`src/rtl/alu_arbiter.sv`:
```
// Round-robin share of one combinational ALU among NUM_REQ requesters; result lands in a
// one-entry response register the cycle after the grant. A held response (rsp_valid && !rsp_ready) blocks all grants.
module alu_arbiter #(
  parameter int WIDTH   = 32,
  parameter int NUM_REQ = 2,
  parameter int TAG_W   = 4,
  localparam int ID_W   = $clog2(NUM_REQ)
) (
  input  logic                     clk,
  input  logic                     rst_n,
  input  logic [NUM_REQ-1:0]       req_valid,
  output logic [NUM_REQ-1:0]       req_ready,
  input  logic [NUM_REQ*WIDTH-1:0] req_op1,
  input  logic [NUM_REQ*WIDTH-1:0] req_op2,
  input  logic [NUM_REQ*4-1:0]     req_func,
  input  logic [NUM_REQ*TAG_W-1:0] req_tag,
  output logic [WIDTH-1:0]         alu_op1,
  output logic [WIDTH-1:0]         alu_op2,
  output logic [3:0]               alu_func,
  input  logic [WIDTH-1:0]         alu_out,
  output logic                     rsp_valid,
  input  logic                     rsp_ready,
  output logic [ID_W-1:0]          rsp_id,
  output logic [TAG_W-1:0]         rsp_tag,
  output logic [WIDTH-1:0]         rsp_data,
  output logic                     rsp_err
);

  typedef struct packed {
    logic [ID_W-1:0]  id;
    logic [TAG_W-1:0] tag;
    logic [WIDTH-1:0] data;
    logic             err;
  } rsp_t;

  rsp_t             rsp_q;
  logic             rsp_vld_q;
  logic [ID_W-1:0]  rr_ptr;
  logic             can_issue;
  logic             grant_vld;
  logic [ID_W-1:0]  grant_id;
  logic [ID_W-1:0]  cand;
  logic [TAG_W-1:0] grant_tag;
  logic             illegal;

  assign can_issue = rst_n && (!rsp_vld_q || rsp_ready);

  // Scan downward so the candidate closest to rr_ptr is the last (winning) assignment.
  always_comb begin
    grant_vld = 1'b0;
    grant_id  = '0;
    cand      = '0;
    if (can_issue) begin
      for (int k = NUM_REQ - 1; k >= 0; k--) begin
        cand = ID_W'((int'(rr_ptr) + k) % NUM_REQ);
        if (req_valid[cand]) begin
          grant_vld = 1'b1;
          grant_id  = cand;
        end
      end
    end
  end

  always_comb begin
    req_ready = '0;
    alu_op1   = '0;
    alu_op2   = '0;
    alu_func  = '0;
    grant_tag = '0;
    for (int i = 0; i < NUM_REQ; i++) begin
      if (grant_vld && grant_id == ID_W'(i)) begin
        req_ready[i] = 1'b1;
        alu_op1      = req_op1[i*WIDTH +: WIDTH];
        alu_op2      = req_op2[i*WIDTH +: WIDTH];
        alu_func     = req_func[i*4 +: 4];
        grant_tag    = req_tag[i*TAG_W +: TAG_W];
      end
    end
  end

  assign illegal = (alu_func > 4'd10);

  always_ff @(posedge clk) begin
    if (!rst_n) begin
      rr_ptr    <= '0;
      rsp_vld_q <= 1'b0;
      rsp_q     <= '0;
    end else if (grant_vld) begin
      rsp_vld_q  <= 1'b1;
      rsp_q.id   <= grant_id;
      rsp_q.tag  <= grant_tag;
      rsp_q.data <= illegal ? '0 : alu_out;
      rsp_q.err  <= illegal;
      rr_ptr     <= (grant_id == ID_W'(NUM_REQ - 1)) ? '0 : grant_id + ID_W'(1);
    end else if (rsp_ready) begin
      rsp_vld_q <= 1'b0;
    end
  end

  assign rsp_valid = rsp_vld_q;
  assign rsp_id    = rsp_q.id;
  assign rsp_tag   = rsp_q.tag;
  assign rsp_data  = rsp_q.data;
  assign rsp_err   = rsp_q.err;

endmodule

```
`config.mk`:
```
export PLATFORM = sky130hd
export DESIGN_NAME = alu_arbiter
export DESIGN_NICKNAME = d
export VERILOG_FILES = /design/src/rtl/alu_arbiter.sv
export SDC_FILE = /design/constraint.sdc
export NUM_CORES = 1
export LEC_CHECK = 0
export BUFFER_PORTS_ARGS = -buffer_cell sky130_fd_sc_hd__buf_2
export CAP_MARGIN = 20
export CORE_AREA = 2 2 113 115
export CTS_CLUSTER_DIAMETER = 50
export CTS_CLUSTER_SIZE = 24
export DETAILED_ROUTE_END_ITERATION = 6
export DIE_AREA = 0 0 115 117
export SLEW_MARGIN = 20
export SYNTH_ARGS = -nofsm -noshare
export SYNTH_HDL_FRONTEND = slang
export SYNTH_SLANG_ARGS = --single-unit
```
`constraint.sdc`:
```
create_clock -name clk -period 2 [get_ports clk]
set_input_delay 0.4 -clock clk [delete_from_list [all_inputs] [get_ports clk]]
set_output_delay 0.4 -clock clk [all_outputs]
set_load 0.005 [all_outputs]
```
Word level (Yosys, flattened, before mapping)
Cells that the tools add are included.
{ "totals": {"reg_bits": 40, "elab_cells": 42} }
{ "op_classes": {"n_reduce_logical": 6, "n_lt_le_gt_ge": 3, "muxes": 24, "n_bitwise": 1, "n_addsub": 2} }
{ "op_table": {"columns": ["operator", "count"], "rows": [
  ["32-bit two-way mux", 5],
  ["4-bit two-way mux", 4],
  ["1-bit two-way mux", 15],
  ["4-bit greater-than comparator (second input constant)", 1],
  ["1-bit by 2-bit < comparator with 1-bit output (second input constant)", 2],
  ["1-bit logical AND", 3],
  ["1-bit adder (second input constant)", 2],
  ["2-bit nonzero test", 1],
  ["1-bit zero test", 1],
  ["1-bit logical OR", 1],
  ["1-bit NOT", 1]
]} }

Logic depth before layout (Yosys ltp)
{ "depth": {"word_depth": 12, "mapped_depth": 7, "mapped_depth_nobuf": 5} }

Worst setup path before layout
OpenSTA, ideal clock, no wires.
{ "synth_path": {"path_kind": "input to output", "startpoint": "input port rsp_ready", "endpoint": "output port alu_op1[0]", "n_path_buf": 2, "arrival_ps": 1353, "path_stages": 6, "path_slack_ps": 247, "cell_sequence": "nand2b_1 -> buf_6 -> nand4_4 -> inv_2 -> clkbuf_1 -> a22o_1"} }
{ "synth_between": {"elab_chain_len": 7, "word_cells_on_any_way": 9} }
{ "synth_rtl": {"columns": ["item", "line_no", "rtl"], "rows": [
  ["start: declaration", "22", "input logic rsp_ready,"],
  ["1-bit logical OR *", "46", "assign can_issue = rst_n && (!rsp_vld_q || rsp_ready);"],
  ["1-bit logical AND *", "46", null],
  ["1-bit two-way mux", "53", "if (can_issue) begin"],
  ["1-bit NOT", "71", "if (grant_vld && grant_id == ID_W'(i)) begin"],
  ["1-bit logical AND", "71", null],
  ["32-bit two-way mux", "71", null],
  ["32-bit two-way mux *", "71", null],
  ["end: declaration", "17", "output logic [WIDTH-1:0] alu_op1,"]
]} }
Mark *: on every way between the ends. The rest lies on a longest branch, timed or not.

Worst setup path in the final report
{ "layout_path": {"startpoint": "register rr_ptr", "endpoint": "output port alu_op2[16]"} }
{ "layout_between": {"elab_chain_len": 10, "word_cells_on_any_way": 16} }
{ "layout_rtl": {"columns": ["item", "line_no", "rtl"], "rows": [
  ["start: declaration", "38", "logic [ID_W-1:0] rr_ptr;"],
  ["start signal: assignment", "94", "rr_ptr <= (grant_id == ID_W'(NUM_REQ - 1)) ? '0 : grant_id + ID_W'(1);"],
  ["1-bit adder", "55", "cand = ID_W'((int'(rr_ptr) + k) % NUM_REQ);"],
  ["1-bit two-way mux (not written as such) (2 in a row)", "56", "if (req_valid[cand]) begin"],
  ["1-bit two-way mux (2 in a row)", "56", null],
  ["1-bit two-way mux", "53", null],
  ["1-bit NOT", "71", null],
  ["1-bit logical AND", "71", null],
  ["32-bit two-way mux", "71", null],
  ["32-bit two-way mux *", "71", null],
  ["end: declaration", "18", "output logic [WIDTH-1:0] alu_op2,"]
]} }
Mark *: on every way between the ends. The rest lies on a longest branch, timed or not. The select of a mux whose other input is x is not followed.

==> run_results.csv <==
group,metric,value,unit
hold_path,hold_start,"req_tag[6]",
timing,skew,0.007080,ns
global_routing,grt_max_degree,51,
timing,setup-tns-final,0,ns
synth,synth_nets,492,
synth,synth_top_family_by_area,"compound AO/OA/AOI/OAI gates",
synth,yosys.cell_types.count,28,
clock_network,clk_pin_slew,0.06,ns
floorplanning,start_util,21.15,%
synth,synth-seq-area-share,30.75,%
timing,worstMarginPinSlew,0.3770,ns
timing,finalSetupViolCount,0,
synth,synth_warnings,0,
critical_path,r2r_slack,0.23,ns
clock_network,holdBufCountCts,0,
power_and_ir_drop,power,2.569,mW
synth,synthAdderAreaFrac,0,%
clock_network,clk_path_buf_depth,2,
critical_path,path_max_fanout,13,
global_routing,grt_overflow_total,0,
synth,synth_most_common_cell,"nand2_1",
critical_path,crit_path_start_kind,"flop",
critical_path,end_kind,"output port",
floorplanning,coreArea,0.01231,mm2
clock_network,cts_max_level,2,
power_and_ir_drop,ir_drop,0.5182,mV
timing,period_needed,1.952,ns
clock_network,cts-root-buf,"clkbuf_16",
routing,ant_nets,0,
routing,wl_per_cell,17.93,um
synth,yosysTopAreaCellShare,30.75,%
synth,syn_area_per_cell,8.372,um2
timing,period_share,97.60,%
critical_path,worstPathRequired,1.60,ns
run,maxCapViolCount,0,
timing,drv_slew,0,
critical_path,worstPathArrival,1.55,ns
synth,yosysTopAreaCell,"dfxtp_1",
global_routing,globalRouteTotalUtil,16.66,%
cells_and_area,layout.nets,773,
timing,max-slew-margin-rel,74.87,%
floorplanning,die_w,115,um
power_and_ir_drop,powerDensity,573.8,mW/mm2
global_routing,grt_pass1_wl,17010,um
clock_network,cts_buffers,5,
power_and_ir_drop,leakage,2.312,nW
synth,ys_async_sr_fraction,0,%
synth,netlist_top_cells_count,"70 x nand2_1, 65 x a22o_1, 40 x dfxtp_1",
place,hpwl,10360,um
place,dp_cells,731,
status,outcome,"complete, no violations",
critical_path,r2r-start,"rr_ptr",
global_routing,antenna_found_initial,4,
synth,synthSimpleGateAreaFrac,13.98,%
routing,via_count,3830,
critical_path,rr_worst_depth,6,
cells_and_area,final_core_util,36.36,%
synth,synthTopCellsByArea,"dfxtp_1 31%, a22o_1 22%, o2111ai_1 11%",
timing,hold_viol_final,0,
place,place.port_buffers,289,
clock_network,clk_latency,0.28,ns
hold_path,hp-class,"in -> reg",
place,place.gp.congestion,0.7274,
routing,drtIter0Drc,167,
cells_and_area,syn_to_final_growth,71.94,%
cells_and_area,drive_above_1_share,55.82,%
cells_and_area,nFillCells,1301,
critical_path,reg2reg_to,"rsp_data[2]",
timing,max_freq,512.3,MHz
timing,holdWs,0.3365,ns
synth,synth_xor_area_share,0,%
synth,muxShareOfSynthArea,0,%
routing,drt_first_pass_iters,4,
floorplanning,io_pins,290,
floorplanning,rows,41,
clock_network,numClockSinks,40,
hold_path,whs_path_depth,3,
global_routing,grt_pass1_vias,3140,
synth,syn_inst,311,
synth,ys.flop_type,"dfxtp_1",
routing,wl,13360,um
synth,synth-compound-area-share,46.32,%
hold_path,hold_end,"rsp_tag[2]",
clock_network,cts_tree,"done",
floorplanning,die-area,0.01346,mm2
timing,grt_setup_unrepaired,"true",
routing,vias_per_cell,5.141,
critical_path,path_class,"reg -> out",
synth,synth_area,0.002604,mm2
routing,drc_errors,0,
floorplanning,dieHeight,117,um
cells_and_area,fin_cells,745,
synth,synth_edf_count,0,
synth,synth-seq-cells,40,
## worst max path at each step
stage                       from            to  slack [ns]  depth (start not counted)
floorplan              rsp_ready    alu_op1[0]        0.25                          6
global placement    req_valid[0]  rsp_data[25]        0.04                          7
detailed placement     rsp_ready    alu_op2[5]        0.04                          6
CTS                       rr_ptr   alu_op1[16]        0.01                          6
global route              rr_ptr    alu_op1[8]       -0.02                          6
finish                    rr_ptr   alu_op2[16]        0.05                          6
## routing by layer
metal | GRT usage, % | vias to the layer above | part of all wire, % | routed length (um)
met2 | 30.39 | 184 | 52 | 6912
met3 | 4.274 | 15 | 7.6 | 1019
met1 | 19.76 | 1834 | 39 | 5240
met5 | 0 | - | 0.24 | 32
met4 | 3.534 | 4 | 1.2 | 154
li1 | - | 1793 | - | -
## power by group
| group | internal (mW) | switching (mW) | leakage (nW) | total (mW) |
|---|---|---|---|---|
| logic | 0.433 | 0.398 | 1.91 | 0.831 |
| clock network | 0.460 | 0.341 | 0.0736 | 0.801 |
| registers | 0.890 | 0.0463 | 0.333 | 0.936 |
## sequential cells by signal, summed over array words and instances, names as in the netlist
| name | count |
|---|---|
| rsp_valid | 1 |
| rsp_id | 1 |
| rr_ptr | 1 |
| rsp_tag | 4 |
| rsp_err | 1 |
| rsp_data | 32 |
## cell usage in the layout, fill, tap and decap left out, types with 2 or more instances in the layout
master	instances
a21oi_1	3
a222oi_1	4
a22o_1	65
buf_12	2
buf_2	289
buf_4	17
buf_6	2
clkbuf_16	7
clkinv_2	2
clkinv_4	2
dfxtp_1	40
diode_2	2
inv_1	5
nand2_1	70
nand2b_4	2
nand4_1	3
nor2_1	2
o2111ai_1	32
o211ai_1	32
## cell families after synthesis
group                  after synthesis
AOI/OAI and AO/OA                  142
buffers and inverters               46
DFF                                 40
and+or+nand+nor                     83
## layout make-up
class | instances | area [um2] | share of cell area (%)
diodes | 2 | 5.005 | 0.1118
inverters | 7 | 31.28 | 0.6987
flip-flops and latches | 40 | 800.8 | 17.89
clock buffers | 5 | 125.1 | 2.795
clock inverters | 3 | 18.77 | 0.4192
multi-input cells | 225 | 1594 | 35.61
well taps | 150 | 187.7 | 4.192
repair buffers | 313 | 1714 | 38.29
## worst max-delay path: stages (launching register included)
cell	delay, ns
dfxtp_1	0.34
nand2b_4	0.17
nand4_4	0.12
clkinv_4	0.12
clkbuf_16	0.20
a22o_1	0.19
buf_2	0.12
## timing repair
action,4_1_cts,5_1_grt
resized for setup,6,6
cloned,1,2
buffers inserted,1,0
setup endpoints to repair,68,68
## through the flow
step	setup slack (ns)	area, um2
2_1_floorplan	0.2469	2604
3_3_place_gp	0.04047	4208
3_5_place_dp	0.03877	4208
4_1_cts	0.01376	4398
5_1_grt	-0.02184	4472
6_report	0.04806	4477
No activity file was read; power rests on OpenSTA's default activity.
